--- config.mk ---
export PLATFORM = sky130hd
export DESIGN_NAME = fa4_adder
export DESIGN_NICKNAME = d
export VERILOG_FILES = /design/src/rtl/fa4_pkg.sv /design/src/rtl/fa4_adder_fa.sv /design/src/rtl/fa4_adder.sv
export SDC_FILE = /design/constraint.sdc
export NUM_CORES = 1
export LEC_CHECK = 0
export ABC_AREA = 1
export BUFFER_PORTS_ARGS = -buffer_cell sky130_fd_sc_hd__buf_2
export CORE_AREA = 3 3 40 42
export CTS_CLUSTER_DIAMETER = 50
export DETAILED_ROUTE_END_ITERATION = 10
export DIE_AREA = 0 0 43 45
export GPL_TIMING_DRIVEN = 1
export SETUP_SLACK_MARGIN = 0.4
export SYNTH_ARGS = -nofsm -noshare
export SYNTH_HDL_FRONTEND = slang
export SYNTH_HIERARCHICAL = 1
export SYNTH_SLANG_ARGS = --single-unit
--- constraint.sdc ---
create_clock -name clk -period 2.07 [get_ports clk]
set_clock_uncertainty 0.05 [all_clocks]
set_input_delay 0.207 -clock clk [delete_from_list [all_inputs] [get_ports clk]]
set_output_delay 0.207 -clock clk [all_outputs]
set_load 0.05 [all_outputs]
--- src/rtl/fa4_pkg.sv ---
// Shared constants and result type for the 4-bit ripple-carry adder.
package fa4_pkg;
    localparam int WIDTH = 4;

    typedef struct packed {
        logic       cout;
        logic [3:0] sum;
    } fa4_result_t;
endpackage

--- src/rtl/fa4_adder_fa.sv ---
// One-bit full adder; the building block of the ripple chain.
module fa (
    input  logic a,
    input  logic b,
    input  logic cin,
    output logic sum,
    output logic cout
);
    assign sum  = a ^ b ^ cin;
    assign cout = (a & b) | (a & cin) | (b & cin);
endmodule

--- src/rtl/fa4_adder.sv ---
// Ripple-carry adder with combinational sum/carry/overflow and a registered
// copy of {cout, sum} and overflow for downstream synchronous logic.
module fa4_adder #(
    parameter int WIDTH = fa4_pkg::WIDTH
) (
    input  logic             clk,
    input  logic             rst_n,
    input  logic [WIDTH-1:0] a,
    input  logic [WIDTH-1:0] b,
    input  logic             cin,
    output logic [WIDTH-1:0] sum,
    output logic             cout,
    output logic             ovf,
    output logic [WIDTH:0]   sum_q,
    output logic             ovf_q
);
    import fa4_pkg::fa4_result_t;

    logic [WIDTH:0] carry;
    fa4_result_t    result_next;
    fa4_result_t    result_reg;
    logic           ovf_reg;

    assign carry[0] = cin;

    generate
        for (genvar gi = 0; gi < WIDTH; gi++) begin : g_stage
            fa u_fa (
                .a    (a[gi]),
                .b    (b[gi]),
                .cin  (carry[gi]),
                .sum  (sum[gi]),
                .cout (carry[gi+1])
            );
        end
    endgenerate

    assign cout = carry[WIDTH];
    // Signed overflow: carry into the sign bit differs from carry out of it.
    assign ovf  = carry[WIDTH-1] ^ carry[WIDTH];

    assign result_next = fa4_result_t'({cout, sum});

    always_ff @(posedge clk or negedge rst_n) begin
        if (!rst_n) begin
            result_reg <= '0;
            ovf_reg    <= 1'b0;
        end else begin
            result_reg <= result_next;
            ovf_reg    <= ovf;
        end
    end

    assign sum_q = result_reg;
    assign ovf_q = ovf_reg;
endmodule

* After elaboration in Yosys (flattened, before gate mapping)
Index checks and enable logic that the tools add are counted. W data, S select, Z words.
Cells by class: bitwise operators 29
Operator list (number):
- $and A1 B1 Y1 | 12
- $xor A1 B1 Y1 | 9
- $or A1 B1 Y1 | 8
Storage, ports and cells: register bits 6, input bits 11

* Longest topological paths before layout
depth in word-level cells 13, gate-level depth with buffers 7, gate-level depth less buffers 7

* Cells and area by module
Netlist, hierarchy kept.
Modules (own cells, without submodules):
- fa4_adder | cells each 11, area each 168.9 um2, instances 1
- fa | cells each 1, area each 20.0 um2, instances 4

* Worst setup path before layout
No wires, ideal clock.
path kind input -> output, start point input port a[0], end point output port ovf, path slack -0.760 ns, cell stages on the path 7, arrival time 2.573 ns, cells stage by stage fa_1 fa_1 fa_1 fa_1 inv_1 nand2_1 nand2_1
On the way: word-level cells in the longest chain between the ends 13, elaborated cells on any way between the ends 17
Ends and longest elaborated chain:
- start, declared | line fa4_adder.sv:8 | input logic [WIDTH-1:0] a,
- $and A1 B1 Y1 | line fa4_adder_fa.sv:10 | assign cout = (a & b) | (a & cin) | (b & cin);
- $or A1 B1 Y1 * (2 in a row) | line fa4_adder_fa.sv:10
- $and A1 B1 Y1 | line fa4_adder_fa.sv:10
- $or A1 B1 Y1 | line fa4_adder_fa.sv:10
- $or A1 B1 Y1 * | line fa4_adder_fa.sv:10
- net carry[2] | line fa4_adder.sv:19 | logic [WIDTH:0] carry;
- $and A1 B1 Y1 | line fa4_adder_fa.sv:10
- $or A1 B1 Y1 | line fa4_adder_fa.sv:10
- $or A1 B1 Y1 * | line fa4_adder_fa.sv:10
- net carry[3] | line fa4_adder.sv:19
- $and A1 B1 Y1 | line fa4_adder_fa.sv:10
- $or A1 B1 Y1 | line fa4_adder_fa.sv:10
- $or A1 B1 Y1 * | line fa4_adder_fa.sv:10
- net cout | line fa4_adder.sv:12 | output logic cout,
- $xor A1 B1 Y1 * | line fa4_adder.sv:40 | assign ovf = carry[WIDTH-1] ^ carry[WIDTH];
- end, declared | line fa4_adder.sv:13 | output logic ovf,
Mark *: on every way through the listed nets, which the timed path passes. The rest lies on a longest branch.

* Worst setup path in the final report
start point input port cin, end point output port ovf
On the way: word-level cells in the longest chain between the ends 13, elaborated cells on any way between the ends 17
Ends and longest elaborated chain:
- start, declared | line fa4_adder.sv:10 | input logic cin,
- $and A1 B1 Y1 | line fa4_adder_fa.sv:10
- $or A1 B1 Y1 | line fa4_adder_fa.sv:10
- $or A1 B1 Y1 * | line fa4_adder_fa.sv:10
- net carry[1] | line fa4_adder.sv:19
- $and A1 B1 Y1 | line fa4_adder_fa.sv:10
- $or A1 B1 Y1 | line fa4_adder_fa.sv:10
- $or A1 B1 Y1 * | line fa4_adder_fa.sv:10
- net carry[2] | line fa4_adder.sv:19
- $and A1 B1 Y1 | line fa4_adder_fa.sv:10
- $or A1 B1 Y1 | line fa4_adder_fa.sv:10
- $or A1 B1 Y1 * | line fa4_adder_fa.sv:10
- net carry[3] | line fa4_adder.sv:19
- $and A1 B1 Y1 | line fa4_adder_fa.sv:10
- $or A1 B1 Y1 (2 in a row) | line fa4_adder_fa.sv:10
- $xor A1 B1 Y1 * | line fa4_adder.sv:40
Marks and branches as above.

==> impl_metrics.ini <==
[floorplanning]
die_w_microns = 43
die_area_sq_um = 1940
core_sq_um = 1280
initial_utilization_pct = 19.4
num_rows = 13
io_pins = 23
die_h_microns = 45

[timing]
finalSetupTns_ns = -0.970
fin_crit_ns = 2.36
layout_setup_ws_ns = -0.292
hold_slack_ns = 0.232
fin_crit_sh_pct = 114
worstMarginPinSlew_ns = 0.254
max_freq_ghz = 0.423
finalSetupViolations = 4
drv_slew = 0
rsz0062_at_grt = true
hold_violations = 0
slew_headroom_pct = 83.2

[synth]
synth_area_sq_um = 249
synth_top_area_cell = dfrtp_1
synth.yosys.seq_area_share_pct = 60.3
ys_ff_latch = 6
synth_cell_type_count = 4
avgSynthCellArea_sq_um = 16.6
yosys-top-cells-area = dfrtp_1 60%, fa_1 32%, nand2_1 4.5%
synth_nets = 30
synth_top_area_share_pct = 60.3
yosysWarnings = 6
netlist_instances = 15

[setup_path]
worstPathMaxFanout = 4
critPathCaptureType = output port
critical_path_class = input pin to output port
cp-start-kind = input pin
worstPathRequired_ns = 1.81
critPathArrivalTime_ns = 2.11

[drt]
wl_per_cell_microns = 10.4
num_vias = 236
drtPass1Iterations = 2
antenna_left = 0
routed_wirelength_microns = 657
drc = 0
drt-initial-drc-count = 7
vias_per_cell = 3.75

[hold_path]
whs_path_depth = 2
hold_class = input pin to flop
min_to = sum_q[0]
hp-start = cin

[cts]
cts_buffers = 3
cts_root_buf = clkbuf_4
cts_tree = yes
htree_levels = 1
clk_path_buf_depth = 2
cts.sinks = 6
clkTransAtPathRegs_ns = 0.04

[final_layout]
fin_cells = 63
nNetsFinal = 65
diodes = 0
drive_above_1_share_pct = 83.3
final_area_sq_um = 542
fill_cells = 122
area_growth_pct = 118
final_util_pct = 42.2

[global_routing]
grt_pass1_vias = 236
grt_max_degree = 7
globalRouteOverflowTotal = 0
grt_antenna_before_repair = 0
grt_pass1_wl_microns = 1040
grtUsageTotal_pct = 8.02

[placement]
port_buffers = 22
placed_area_sq_um = 413
dp.cells = 54
gp_congestion = 0.642
post-dp-hpwl_microns = 515

[status]
violations = negative setup slack
run_status = finished, violations left

[run]
cap_violations = 0

[power]
p_leak_nw = 0.275
power_density_nw_per_um2 = 1000
vdd_drop_max_mv = 0.337
-- per-stage QoR --
| stage | setup slack (ns) | total power [W] |
|---|---|---|
| global route | -0.352 | 0.000570 |
| finish | -0.292 | 0.000542 |
| global placement | -0.512 | 0.000378 |
| floorplan | -0.361 | 0.000329 |
| detailed placement | -0.536 | 0.000381 |
| CTS | -0.301 | 0.000536 |
-- metal layers --
layer,global-route usage (%),vias to the layer above,routed length (microns)
met5,0,-,0
met4,7.23,0,14
met3,5.98,2,147
met2,10.8,23,273
met1,8.04,102,222
li1,-,109,-
-- repair_timing --
action	in CTS	in global routing
setup buffers	3	2
hold buffers	1	0
pin swaps	6	1
resized for setup	13	5
endpoints found under the hold margin	6	0
setup endpoints to repair	8	8
-- logic make-up after synthesis --
group                      Yosys count  share of synthesized area [%]
and+or+nand+nor                      3                           4.52
buffers and inverters                2                           3.02
adders and majority gates            4                           32.2
DFF                                  6                           60.3
-- how the worst max path moves through the flow --
stage          cells after the start  start  slack, ns     end
6_report                           9    cin      -0.29     ovf
5_1_grt                            9    cin      -0.35     ovf
4_1_cts                            6    cin      -0.30  sum[3]
3_5_place_dp                       9   a[0]      -0.54     ovf
3_3_place_gp                       9   a[0]      -0.51     ovf
2_1_floorplan                      7   a[0]      -0.36     ovf
-- placed cells by master, fill, tap and decap left out --
master,n
buf_2,16
dfrtp_1,6
buf_4,6
fa_2,4
buf_8,4
clkbuf_4,3
buf_6,3
nand2_2,2
inv_2,1
inv_1,1
nand2_4,1
dlygate4sd3_1,1
-- registers in the layout, summed over array words and instances, names as in the netlist --
| signal | cells |
|---|---|
| sum_q | 5 |
| ovf_q | 1 |
-- critical path, stage by stage --
cell,delay (ns)
buf_6,0.09
fa_2,0.37
fa_2,0.35
fa_2,0.36
fa_2,0.39
inv_2,0.07
nand2_2,0.06
nand2_4,0.07
buf_8,0.14
-- cell usage after synthesis --
master,instances
dfrtp_1,6
fa_1,4
inv_1,2
nand2_1,3
-- layout make-up --
type                    count  area (sq um)  share of cell area (%)
repair buffers             30           229                    42.3
flip-flops and latches      6           150                    27.7
multi-input cells           7           114                    21.0
clock buffers               3          22.5                    4.16
inverters                   2          7.51                    1.39
well taps                  15          18.8                    3.46
-- where the power goes --
group,total (W),internal [W],switching (W)
clock,0.000101,0.0000652,0.0000362
sequential,0.000140,0.000136,0.00000349
combinational,0.000301,0.000109,0.000192
total,0.000542,0.000310,0.000232
(Power assumes the default switching activity.)
